File: config.mk
export PLATFORM = sky130hd
export DESIGN_NAME = boot_sequencer
export DESIGN_NICKNAME = d
export VERILOG_FILES = /design/src/rtl/boot_seq_pkg.sv /design/src/rtl/boot_beat_cnt.sv /design/src/rtl/boot_sequencer.sv
export SDC_FILE = /design/constraint.sdc
export NUM_CORES = 1
export LEC_CHECK = 0
export ABC_AREA = 1
export CORE_MARGIN = 2
export CORE_UTILIZATION = 45
export CTS_CLUSTER_SIZE = 14
export DETAILED_ROUTE_END_ITERATION = 16
export GPL_TIMING_DRIVEN = 0
export PLACE_DENSITY = 0.7
export RECOVER_POWER = 50
export SLEW_MARGIN = 5
export SYNTH_ARGS = -nofsm -noshare
export SYNTH_HDL_FRONTEND = slang
export SYNTH_SLANG_ARGS = --single-unit
File: constraint.sdc
create_clock -name clk -period 2.04 [get_ports clk]
set_input_delay 0.306 -clock clk [delete_from_list [all_inputs] [get_ports clk]]
set_output_delay 0.306 -clock clk [all_outputs]
set_load 0.02 [all_outputs]
File: src/rtl/boot_seq_pkg.sv
// Shared definitions for the boot sequencer: state encoding, register-file clear
// bound and the image-header legality check.
package boot_seq_pkg;

   localparam logic [3:0] IDLE    = 4'd0;
   localparam logic [3:0] CLR_RF  = 4'd1;
   localparam logic [3:0] HDR_I   = 4'd2;
   localparam logic [3:0] LOAD_I  = 4'd3;
   localparam logic [3:0] HDR_D   = 4'd4;
   localparam logic [3:0] LOAD_D  = 4'd5;
   localparam logic [3:0] RELEASE = 4'd6;
   localparam logic [3:0] RUN     = 4'd7;
   localparam logic [3:0] ERR     = 4'd8;

   localparam logic [4:0] RF_LAST = 5'd31;

   // A word count of exactly 2**aw fills the memory and is still legal.
   function automatic logic hdr_ok(input logic [31:0] n, input int unsigned aw);
      return n <= (32'd1 << aw);
   endfunction

endpackage

File: src/rtl/boot_beat_cnt.sv
// Per-memory beat counter: remaining-word down-counter with a parallel up-address.
// last flags the final beat so the address never steps past the top of memory.
module boot_beat_cnt #(
   parameter int AW = 8
) (
   input  logic          clk,
   input  logic          rst,
   input  logic          load,
   input  logic [AW:0]   n,
   input  logic          dec,
   output logic [AW-1:0] addr,
   output logic          last
);

   localparam logic [AW:0]   CNT_ONE  = 1;
   localparam logic [AW-1:0] ADDR_ONE = 1;

   logic [AW:0] cnt;

   always_ff @(posedge clk or negedge rst) begin
      if (!rst) begin
         cnt  <= '0;
         addr <= '0;
      end else if (load) begin
         cnt  <= n;
         addr <= '0;
      end else if (dec && (cnt != '0)) begin
         cnt <= cnt - CNT_ONE;
         if (!last)
            addr <= addr + ADDR_ONE;
      end
   end

   assign last = (cnt == CNT_ONE);

endmodule

File: src/rtl/boot_sequencer.sv
// Boot loader for the single-cycle RISC-V core: clears x1..x31, streams the
// IMEM/DMEM image from a valid/ready port and releases the CPU from reset.
//
// state   | meaning
// --------+-----------------------------------------------------------
// IDLE    | after reset, CPU held; waits for start (or autoboot)
// CLR_RF  | writes zero to x1..x31, one register per cycle
// HDR_I   | waits for the IMEM word count
// LOAD_I  | streams IMEM words
// HDR_D   | waits for the DMEM word count
// LOAD_D  | streams DMEM words
// RELEASE | one extra cycle in reset so the final write lands first
// RUN     | CPU running, done=1
// ERR     | oversize header seen; only start leaves
module boot_sequencer
   import boot_seq_pkg::*;
#(
   parameter int IMEM_AW  = 8,
   parameter int DMEM_AW  = 8,
   parameter bit RF_CLEAR = 1'b1,
   parameter bit AUTOBOOT = 1'b1
) (
   input  logic               clk,
   input  logic               rst,
   input  logic               start,
   input  logic               ld_valid,
   input  logic [31:0]        ld_data,
   output logic               ld_ready,
   output logic               imem_we,
   output logic [IMEM_AW-1:0] imem_addr,
   output logic               dmem_we,
   output logic [DMEM_AW-1:0] dmem_addr,
   output logic               rf_we,
   output logic [4:0]         rf_addr,
   output logic [31:0]        wdata,
   output logic               cpu_rst,
   output logic               busy,
   output logic               done,
   output logic               err
);

   localparam logic [3:0] BOOT_ENTRY = RF_CLEAR ? CLR_RF : HDR_I;

   logic [3:0]         state;
   logic [3:0]         state_nxt;
   logic               xfer;

   logic               i_load;
   logic               i_dec;
   logic [IMEM_AW:0]   i_n;
   logic [IMEM_AW-1:0] i_addr;
   logic               i_last;

   logic               d_load;
   logic               d_dec;
   logic [DMEM_AW:0]   d_n;
   logic [DMEM_AW-1:0] d_addr;
   logic               d_last;

   assign xfer = ld_valid & ld_ready;

   always_comb begin
      state_nxt = state;
      case (state)
         IDLE:    if (AUTOBOOT || start) state_nxt = BOOT_ENTRY;
         CLR_RF:  if (rf_addr == RF_LAST) state_nxt = HDR_I;
         HDR_I: begin
            if (xfer) begin
               if (!hdr_ok(ld_data, IMEM_AW)) state_nxt = ERR;
               else if (ld_data == '0)        state_nxt = HDR_D;
               else                           state_nxt = LOAD_I;
            end
         end
         LOAD_I:  if (xfer && i_last) state_nxt = HDR_D;
         HDR_D: begin
            if (xfer) begin
               if (!hdr_ok(ld_data, DMEM_AW)) state_nxt = ERR;
               else if (ld_data == '0)        state_nxt = RELEASE;
               else                           state_nxt = LOAD_D;
            end
         end
         LOAD_D:  if (xfer && d_last) state_nxt = RELEASE;
         RELEASE: state_nxt = RUN;
         RUN:     state_nxt = RUN;
         ERR:     state_nxt = ERR;
         default: state_nxt = IDLE;
      endcase
      // start beats everything, including a transfer in the same cycle
      if (start)
         state_nxt = BOOT_ENTRY;
   end

   // start reloads the counters with zero, which doubles as their clear
   assign i_load = start | ((state == HDR_I) & xfer);
   assign i_n    = start ? '0 : ld_data[IMEM_AW:0];
   assign i_dec  = ~start & (state == LOAD_I) & xfer;
   assign d_load = start | ((state == HDR_D) & xfer);
   assign d_n    = start ? '0 : ld_data[DMEM_AW:0];
   assign d_dec  = ~start & (state == LOAD_D) & xfer;

   boot_beat_cnt #(.AW(IMEM_AW)) u_cnt_i (
      .clk  (clk),
      .rst  (rst),
      .load (i_load),
      .n    (i_n),
      .dec  (i_dec),
      .addr (i_addr),
      .last (i_last)
   );

   boot_beat_cnt #(.AW(DMEM_AW)) u_cnt_d (
      .clk  (clk),
      .rst  (rst),
      .load (d_load),
      .n    (d_n),
      .dec  (d_dec),
      .addr (d_addr),
      .last (d_last)
   );

   always_ff @(posedge clk or negedge rst) begin
      if (!rst) begin
         state     <= IDLE;
         ld_ready  <= 1'b0;
         imem_we   <= 1'b0;
         imem_addr <= '0;
         dmem_we   <= 1'b0;
         dmem_addr <= '0;
         rf_we     <= 1'b0;
         rf_addr   <= '0;
         wdata     <= '0;
         cpu_rst   <= 1'b1;
         busy      <= 1'b0;
         done      <= 1'b0;
         err       <= 1'b0;
      end else begin
         state    <= state_nxt;
         ld_ready <= state_nxt inside {HDR_I, LOAD_I, HDR_D, LOAD_D};
         busy     <= state_nxt inside {CLR_RF, HDR_I, LOAD_I, HDR_D, LOAD_D, RELEASE};
         done     <= (state_nxt == RUN);
         err      <= (state_nxt == ERR);
         cpu_rst  <= (state_nxt != RUN);
         imem_we  <= 1'b0;
         dmem_we  <= 1'b0;
         rf_we    <= 1'b0;
         if (start) begin
            imem_addr <= '0;
            dmem_addr <= '0;
            wdata     <= '0;
            rf_we     <= RF_CLEAR;
            rf_addr   <= RF_CLEAR ? 5'd1 : 5'd0;
         end else begin
            case (state)
               IDLE: begin
                  if (state_nxt == CLR_RF) begin
                     rf_we   <= 1'b1;
                     rf_addr <= 5'd1;
                     wdata   <= '0;
                  end
               end
               CLR_RF: begin
                  if (rf_addr != RF_LAST) begin
                     rf_we   <= 1'b1;
                     rf_addr <= rf_addr + 5'd1;
                  end
               end
               LOAD_I: begin
                  if (xfer) begin
                     imem_we   <= 1'b1;
                     imem_addr <= i_addr;
                     wdata     <= ld_data;
                  end
               end
               LOAD_D: begin
                  if (xfer) begin
                     dmem_we   <= 1'b1;
                     dmem_addr <= d_addr;
                     wdata     <= ld_data;
                  end
               end
               default: ;
            endcase
         end
      end
   end

endmodule

# Word level (Yosys, flattened, before mapping)
# Cells that the tools add are included.
dict set report word_totals {
  inputBits 36
  word_cells 129
  output_inout_bits 61
  regBits 99
}
dict set report classes {
  addsub 5
  eq_ne 26
  n_mux 45
  bitwise_logic 10
  reduce_logical 25
  n_lt_le_gt_ge 1
}
# op count
set ops {}
lappend ops {{$mux W32} 3}
lappend ops {{$mux W8} 12}
lappend ops {{$pmux W32 S2} 1}
lappend ops {{$mux W9} 5}
lappend ops {{$eq A4 B3 Y1 const B} 8}
lappend ops {{$le A32 B9 Y1 const B} 1}
lappend ops {{$logic_not A32 Y1} 1}
lappend ops {{$mux W4} 8}
lappend ops {{$pmux W4 S8} 1}
lappend ops {{$eq A9 B1 Y1 const B} 2}
lappend ops {{$reduce_bool A9 Y1} 2}
lappend ops {{$sub A9 B1 Y9 const B} 2}
lappend ops {{$add A8 B1 Y8 const B} 2}
lappend ops {{$eq A4 B2 Y1 const B} 4}
lappend ops {{$mux W5} 3}
lappend ops {{$pmux W5 S2} 1}
lappend ops {{$reduce_bool A2 Y1} 5}
lappend ops {{$eq A4 B1 Y1 const B} 2}
lappend ops {{$eq A4 B4 Y1 const B} 2}
lappend ops {{$mux W1} 8}
lappend ops {{$reduce_and A2 Y1} 4}
lappend ops {{$and A1 B1 Y1} 7}
lappend ops {{$ne A3 B3 Y1 const B} 2}
lappend ops {{$reduce_and A3 Y1} 2}
lappend ops {{17 further kinds} 24}

# Depth between registers and ports, before layout
# Gate-level depths: netlist of run 1.
dict set report depth {
  ltp_word 10
  mapped_depth 16
  depth_no_buf 16
}

# Cells and area by module
# From an unflattened synthesis of run 1, not the netlist that was laid out.
dict set report hier_totals {
  cells_unflattened 725
  hier_area_um2 5698.0
}
# mod instances area_per_inst_um2 cells_each seq_area_each_um2
set by_module_without_submodules {}
lappend by_module_without_submodules {boot_sequencer 1 3150.5 375 1627.8}
lappend by_module_without_submodules {boot_beat_cnt 2 1273.7 175 425.4}

# Worst setup path before layout of run 1
# OpenSTA, ideal clock, no wires.
dict set report synth_path {
  path_type {register -> register}
  from {register rf_addr[0]}
  to {register rf_addr[0]}
  path_slack_ns 0.176
  path_stages_with_launch 11
  setup_time_ns 0.119
  arrival_ns 1.746
  required_ns 1.921
  cell_sequence {dfrtp_1 > ha_1 > nand2_1 > nor2_1 > ha_1 > inv_1 > nand2_1 > o21ai_0 > nor2_1 > inv_1 > o21a_1}
}
dict set report synth_via {
  elab_chain_cells 7
}
# item line_no
set synth_lines {}
lappend synth_lines {{start, declared} boot_sequencer.sv:34} ;# output logic [4:0] rf_addr,
lappend synth_lines {{start signal, assigned} boot_sequencer.sv:151} ;# rf_addr <= RF_CLEAR ? 5'd1 : 5'd0;
lappend synth_lines {{start signal, assigned} boot_sequencer.sv:164} ;# rf_addr <= rf_addr + 5'd1;
lappend synth_lines {{$eq A5 B5 Y1} boot_sequencer.sv:66} ;# CLR_RF: if (rf_addr == RF_LAST) state_nxt = HDR_I;
lappend synth_lines {{$mux W4} boot_sequencer.sv:66}
lappend synth_lines {{$pmux W4 S8} boot_sequencer.sv:64} ;# case (state)
lappend synth_lines {{$mux W4} boot_sequencer.sv:89} ;# if (start)
lappend synth_lines {{$eq A4 B1 Y1} boot_sequencer.sv:155} ;# if (state_nxt == CLR_RF) begin
lappend synth_lines {{$ne A3 B3 Y1 (no source line)} -}
lappend synth_lines {{$reduce_and A3 Y1 (no source line)} -}
# Several ways; a longest one is shown, not always the timed one. The select of a mux whose other input is x is not followed.
# A chain may end at the register's enable or synchronous reset.

# Final worst setup path of run 1
dict set report layout_path {
  from {register state[3]}
  to {register wdata[12]}
}
dict set report layout_via {
  elab_chain_cells 7
}
# item line_no
set layout_lines {}
lappend layout_lines {{start, declared} boot_sequencer.sv:44} ;# logic [3:0] state;
lappend layout_lines {{start signal, assigned} boot_sequencer.sv:137} ;# state <= state_nxt;
lappend layout_lines {{$eq A4 B3 Y1} boot_sequencer.sv:64}
lappend layout_lines {{$reduce_or A2 Y1 (no source line)} -}
lappend layout_lines {{$pmux W4 S8} boot_sequencer.sv:64}
lappend layout_lines {{$mux W4} boot_sequencer.sv:89}
lappend layout_lines {{$eq A4 B1 Y1} boot_sequencer.sv:155}
lappend layout_lines {{$ne A3 B3 Y1 (no source line)} -}
lappend layout_lines {{$reduce_and A3 Y1 (no source line)} -}
lappend layout_lines {{end signal, assigned} boot_sequencer.sv:171} ;# wdata <= ld_data;
lappend layout_lines {{end signal, assigned} boot_sequencer.sv:178} ;# wdata <= ld_data;
lappend layout_lines {{end, declared} boot_sequencer.sv:35} ;# output logic [31:0] wdata,
# Several ways; a longest one is shown, not always the timed one.

==> results of run 1 <==
## routing by layer
metal | share of wire | vias up | GRT usage
li1 | - | 2279 | -
met1 | 0.44 | 2191 | 0.3117
met2 | 0.48 | 141 | 0.3911
met3 | 0.062 | 21 | 0.02809
met4 | 0.020 | 0 | 0.08425
met5 | 0 | - | 0
## state kept, by name, summed over array words and instances, names as in the netlist
| name | flops |
|---|---|
| imem_addr | 8 |
| dmem_addr | 8 |
| u_cnt_d.addr | 8 |
| u_cnt_i.cnt | 9 |
| u_cnt_i.addr | 8 |
| imem_we | 1 |
| busy | 1 |
| ld_ready | 1 |
| err | 1 |
| rf_addr | 5 |
| u_cnt_d.cnt | 9 |
| rf_we | 1 |
| dmem_we | 1 |
| done | 1 |
| wdata | 32 |
| cpu_rst | 1 |
| state | 4 |
## power groups by stage
stage | clock, mW | sequential, mW | combinational (mW)
floorplan | 0 | 2.18 | 0.216
global placement | 0 | 2.12 | 0.553
detailed placement | 0 | 2.12 | 0.572
CTS | 1.24 | 2.09 | 0.582
global route | 1.32 | 2.10 | 0.681
finish | 1.21 | 2.09 | 0.615
## metrics by stage
stage	TNS, ns	total power, mW	cells	util	hold WS (ns)
floorplan	0	2.397	623	-	0.01041
global placement	-312.67	2.674	858	0.5624	0.4873
detailed placement	-18.71	2.696	859	0.5647	0.3448
CTS	0	3.904	880	0.5879	0.4652
global route	-0.9493	4.101	891	0.6098	0.5082
finish	0	3.909	891	0.6098	0.5035
## cell type report
class | count | area, um^2
fillers | 964 | 4212
flip-flops and latches | 99 | 2481
multi-input cells | 432 | 2246
repair buffers | 113 | 1101
inverters | 76 | 289.0
well taps | 140 | 175.2
clock buffers | 11 | 151.4
plain buffers | 15 | 100.1
clock inverters | 5 | 37.54
## worst register-to-register path: stages, from the launching register on
cell and delay (ns):
dfrtp_1 0.40, inv_2 0.09, nand2_2 0.08, nor3_4 0.36, nor2_4 0.09, inv_2 0.07, nor3_1 0.07, a21oi_4 0.30
buf_2 0.28, a21oi_1 0.09
## kinds of logic after synthesis
logic type / count (synthesis) / share of synthesized area
adders and majority gates: 8 / 0.02025
and+or+nand+nor: 306 / 0.2602
xor gates and xnor gates: 12 / 0.02126
buffers and inverters: 92 / 0.07163
AOI/OAI and AO/OA: 106 / 0.1253
DFF: 99 / 0.5014
## worst min path at each step
| stage | end | slack (ns) | cells past startpoint |
|---|---|---|---|
| floorplan | busy | 0.01 | 0 |
| global placement | u_cnt_d.cnt[7] | 0.49 | 2 |
| detailed placement | wdata[22] | 0.34 | 1 |
| CTS | state[0] | 0.47 | 3 |
| global route | wdata[19] | 0.51 | 3 |
| finish | wdata[19] | 0.50 | 3 |
## Yosys cell counts, types with 3 or more instances
master,n,share of area
ha_1,8,0.020
nor3_1,16,0.016
inv_1,70,0.053
nor2_1,100,0.076
inv_2,6,0.0046
o221ai_1,7,0.012
o211ai_1,3,0.0046
nor3b_1,3,0.0046
dfrtp_1,98,0.50
o21ai_1,3,0.0030
nand3_1,38,0.038
buf_2,7,0.0071
nand4_1,9,0.011
clkbuf_1,7,0.0053
o21ai_0,33,0.033
xor2_1,12,0.021
a21oi_1,47,0.048
nand2_1,133,0.10
## what timing repair did
action | in CTS | in global routing
setup endpoints to repair | 56 | 71
pin swaps | 0 | 5
hold buffers | 1 | 0
gates resized for setup | 8 | 48
buffers inserted | 5 | 11
cloned | 0 | 0
endpoints found under the hold margin | 43 | 0
==> flow_summary_export.csv, run 1 <==
group,metric,value,unit
clock_tree,cts.sinks,99,
worst_setup_path,reg2reg_slack,0.09,ns
clock_tree,cts_root_buffer,"clkbuf_8",
logic_synthesis,syn_avg_cell_area,7.935,um^2
worst_setup_path,crit_start,"state[3]",
worst_setup_path,r2r-end,"wdata[12]",
hold_path,min_from,"ld_data[19]",
clock_tree,clk_pin_slew_worst_paths,0.10,ns
logic_synthesis,synthArstFlopShare,1.000,
cells_and_area,n_antenna_cell,0,
clock_tree,h-tree-depth,3,
sta,layout_setup_ws,0.08968,ns
sta,worst_pin_slew,1.142,ns
cells_and_area,final_cell_mix,"nand2_1, dfrtp_1, clkdlybuf4s50_1",
logic_synthesis,synth_area,4943,um^2
worst_setup_path,max_stage_delay,0.40,ns
placement,place_congestion,0.8755,
floorplan,die_x,108.8,um
floorplan,rows,38,
floorplan,dieArea,11840,um^2
worst_setup_path,crit_path_end,"wdata[12]",
detailed_routing,drtAntennaViolNets,0,
worst_setup_path,cp_slowest_cell,"dfrtp_1",
hold_path,hp-class,"in -> reg",
detailed_routing,drcViolationCount,0,
sta,finalSetupViolCount,0,
sta,period_needed,1.950,ns
clock_tree,cts_tree,"built",
cells_and_area,design_area,6581,um^2
sta,post-route-period-util,0.9560,
logic_synthesis,synth_edf_count,0,
sta,maxSlewViolCount,0,
worst_setup_path,critPathBufInv,3,
floorplan,ios,97,
pwr,power_frac_clock,0.309,
detailed_routing,drtIter0Drc,288,
grt,grt_pass1_vias,4492,
logic_synthesis,synthDistinctLibCells,34,
sta,hold_viol,0,
floorplan,start_util,0.4580,
sta,max_freq,512.7,MHz
grt,track_usage,0.2329,
logic_synthesis,synthCells,623,
sta,skew,0.01302,ns
floorplan,core,10790,um^2
worst_setup_path,crit_required,2.30,ns
worst_setup_path,crit_path_frequent_cell,"inv_2",
job,cap_violations,0,
pwr,total_leakage_power,2.930,nW
sta,rsz0062_at_grt,"yes",
logic_synthesis,synth_seq_area_share,0.5014,
detailed_routing,avgRoutedWirePerCell,14.93,um
placement,placed_area,6095,um^2
placement,post-place-ws,-0.5423,ns
clock_tree,clkLatencyLatePin,0.38,ns
grt,antenna_found_initial,0,
logic_synthesis,synth_ff_type,"dfrtp_1",
placement,dp_hpwl,9562,um
pwr,p_switching,1.099,mW
worst_setup_path,cp_num_cells,9,
worst_setup_path,crit_family,"simple AND/OR/NAND/NOR gates",
detailed_routing,vias,4632,
pwr,intPower,2.810,mW
worst_setup_path,reg2reg_depth,9,
worst_setup_path,cp_max_fo,10,
clock_tree,cts.path.max_buffers,2,
cells_and_area,area_growth,33.13,%
logic_synthesis,ys_warn_count,0,
worst_setup_path,arrival,2.21,ns
pwr,seq_power_share,0.534,
cells_and_area,final_layout_size_suffix_gt1_frac,0.1172,
clock_tree,numCtsBuffers,9,
logic_synthesis,synth_nets,667,
pwr,power_frac_comb,0.157,
logic_synthesis,synth-seq-cells,99,
grt,grt-ovfl-total,0,
grt,grt_pass1_wl,21470,um
worst_setup_path,crit_path_end_kind,"flip-flop",
detailed_routing,routed_wl,13300,um
placement,io_buffers,95,
cells_and_area,final_common_cell,"nand2_1",
worst_setup_path,path_cells,"inv_2 -> nand2_2 -> nor3_4 -> nor2_4 -> inv_2 -> nor3_1 -> a21oi_4 -> buf_2 -> a21oi_1",
detailed_routing,dr.pass1.iters,4,
worst_setup_path,start_kind,"flip-flop",
pwr,p_sw_frac,0.2812,
outcome,status,"finished, final reports clean",
detailed_routing,via_per_inst,5.199,
grt,grt_max_degree,56,
cells_and_area,num-nets-final,790,
pwr,peakVddDrop,0.3208,mV
floorplan,die_h,108.8,um
worst_setup_path,r2r-start,"state[3]",
sta,slew_headroom,0.2386,
pwr,p_per_area,594.0,nW/um^2
worst_setup_path,crit_type,"reg -> reg",
Power figures use the tool's default switching activity.
==> run 2: changes to the inputs <==
--- a/config.mk
+++ b/config.mk
@@ -6,6 +6,7 @@
 export NUM_CORES = 1
 export LEC_CHECK = 0
 export ABC_AREA = 1
+export CAP_MARGIN = 20
 export CORE_MARGIN = 2
 export CORE_UTILIZATION = 45
 export CTS_CLUSTER_SIZE = 14
==> flow_summary_export.csv, run 2 (same netlist as run 1, synthesis figures left out) <==
group,metric,value,unit
outcome,status,"finished, final reports clean",
hold_path,hold_depth,3,
cells_and_area,final_common_cell,"nand2_1",
detailed_routing,via_per_inst,5.199,
clock_tree,h-tree-depth,3,
worst_setup_path,crit_path_frequent_cell,"inv_2",
placement,place_congestion,0.8755,
sta,skew,0.01302,ns
floorplan,die_h,108.8,um
sta,worst_pin_slew,1.142,ns
hold_path,hold_path_end,"wdata[19]",
cells_and_area,largest_reg_flops,32,
detailed_routing,drcViolationCount,0,
sta,period_needed,1.950,ns
sta,slew_headroom,0.2386,
placement,dp_hpwl,9562,um
clock_tree,clk_pin_slew_worst_paths,0.10,ns
clock_tree,cts_tree,"built",
cells_and_area,finalNonFillerCells,891,
clock_tree,cts_root_buffer,"clkbuf_8",
detailed_routing,drtAntennaViolNets,0,
worst_setup_path,arrival,2.21,ns
worst_setup_path,critPathBufInv,3,
worst_setup_path,reg2reg_slack,0.09,ns
detailed_routing,dr.pass1.iters,4,
grt,track_usage,0.2329,
placement,placed_area,6095,um^2
worst_setup_path,cp_slowest_cell,"dfrtp_1",
cells_and_area,reg.largest.list,"wdata x32, u_cnt_d.cnt x9, u_cnt_i.cnt x9",
worst_setup_path,cp_max_fo,10,
worst_setup_path,crit_type,"reg -> reg",
grt,grt_pass1_wl,21470,um
hold_path,min_from,"ld_data[19]",
sta,maxSlewViolCount,0,
floorplan,core,10790,um^2
worst_setup_path,r2r-start,"state[3]",
cells_and_area,final_cell_mix,"nand2_1, dfrtp_1, clkdlybuf4s50_1",
pwr,total_leakage_power,2.930,nW
worst_setup_path,crit_required,2.30,ns
cells_and_area,final.fill_count,964,
pwr,p_per_area,594.0,nW/um^2
cells_and_area,num-nets-final,790,
cells_and_area,seq_area,2481,um^2
cells_and_area,multi_input_area,2246,um^2
worst_setup_path,crit_path_end_kind,"flip-flop",
worst_setup_path,cp_num_cells,9,
clock_tree,numCtsBuffers,9,
placement,post-place-cells,859,
sta,finalSetupViolCount,0,
grt,grt-ovfl-total,0,
floorplan,dieArea,11840,um^2
detailed_routing,avgRoutedWirePerCell,14.93,um
detailed_routing,vias,4632,
cells_and_area,fin_util,0.6098,
grt,antenna_found_initial,0,
cells_and_area,final_layout_size_suffix_gt1_frac,0.1172,
pwr,peakVddDrop,0.3208,mV
worst_setup_path,path_cells,"inv_2 -> nand2_2 -> nor3_4 -> nor2_4 -> inv_2 -> nor3_1 -> a21oi_4 -> buf_2 -> a21oi_1",
worst_setup_path,crit_family,"simple AND/OR/NAND/NOR gates",
sta,tns,0,ns
clock_tree,cts.sinks,99,
worst_setup_path,r2r-end,"wdata[12]",
worst_setup_path,max_stage_delay,0.40,ns
pwr,finalPower,3.909,mW
sta,hold_viol,0,
cells_and_area,largest_register,"wdata",
detailed_routing,drtIter0Drc,288,
grt,grt_max_degree,56,
cells_and_area,design_area,6581,um^2
floorplan,rows,38,
hold_path,hp-class,"in -> reg",
floorplan,start_util,0.4580,
clock_tree,clkLatencyLatePin,0.38,ns
worst_setup_path,reg2reg_depth,9,
floorplan,die_x,108.8,um
cells_and_area,area_growth,33.13,%
sta,post-route-period-util,0.9560,
job,cap_violations,0,
placement,io_buffers,95,
detailed_routing,routed_wl,13300,um
sta,rsz0062_at_grt,"yes",
grt,grt_pass1_vias,4492,
worst_setup_path,start_kind,"flip-flop",
floorplan,ios,97,
clock_tree,cts.path.max_buffers,2,
cells_and_area,n_antenna_cell,0,
sta,max_freq,512.7,MHz
run 2: worst register-to-register path, stage by stage, from the launching register on:
cell	delay, ns
dfrtp_1	0.40
inv_2	0.09
nand2_2	0.08
nor3_4	0.36
nor2_4	0.09
inv_2	0.07
nor3_1	0.07
a21oi_4	0.30
buf_2	0.28
a21oi_1	0.09
run 2: power by group:
part	leakage (nW)	internal, mW	total [mW]	switching (mW)
registers	1.30	2.04	2.09	0.0512
clock network	0.0915	0.512	1.21	0.695
logic	1.54	0.262	0.615	0.353
total	2.93	2.81	3.91	1.10
run 2: how the worst max path moves through the flow:
stage | from | slack, ns | end
final | state[3] | 0.09 | wdata[12]
after global routing | u_cnt_i.cnt[1] | -0.13 | ld_ready
after CTS | rf_addr[0] | 0.001 | rf_addr[0]
after detailed placement | ld_valid | -0.54 | u_cnt_d.cnt[4]
after global placement | rst | -3.00 | dmem_addr[0]
after floorplan | rf_addr[0] | 0.18 | rf_addr[0]
run 2: metrics by stage:
stage | setup slack, ns | hold WS [ns]
2_1_floorplan | 0.1756 | 0.01041
3_3_place_gp | -3.003 | 0.4873
3_5_place_dp | -0.5423 | 0.3448
4_1_cts | 0.001089 | 0.4652
5_1_grt | -0.1281 | 0.5082
6_report | 0.08968 | 0.5035
run 2: final cells by class:
| cell class | count | share of cell area |
|---|---|---|
| plain buffers | 15 | 0.01521 |
| multi-input cells | 432 | 0.3413 |
| inverters | 76 | 0.04392 |
| clock buffers | 11 | 0.02300 |
| clock inverters | 5 | 0.005703 |
| repair buffers | 113 | 0.1673 |
| well taps | 140 | 0.02662 |
| flip-flops and latches | 99 | 0.3770 |
run 2: routing by layer:
| layer | part of all wire | GRT usage | vias up |
|---|---|---|---|
| li1 | - | - | 2279 |
| met1 | 0.44 | 0.3117 | 2191 |
| met2 | 0.48 | 0.3911 | 141 |
| met3 | 0.062 | 0.02809 | 21 |
| met4 | 0.020 | 0.08425 | 0 |
| met5 | 0 | 0 | - |
run 2: what timing repair did:
action                                  CTS  global route
endpoints found under the setup margin   56            71
hold endpoints to repair                 43             0
gates resized for setup                   8            48
pin swaps                                 0             5
buffers inserted                          5            11
hold buffers                              1             0
==> run 3: changes to the inputs <==
--- a/config.mk
+++ b/config.mk
@@ -9,6 +9,7 @@
 export CAP_MARGIN = 20
 export CORE_MARGIN = 2
 export CORE_UTILIZATION = 45
+export CTS_CLUSTER_DIAMETER = 150
 export CTS_CLUSTER_SIZE = 14
 export DETAILED_ROUTE_END_ITERATION = 16
 export GPL_TIMING_DRIVEN = 0
==> results of run 3 <==
Same layout as run 2: the final DEF is identical, and so are final timing and power.
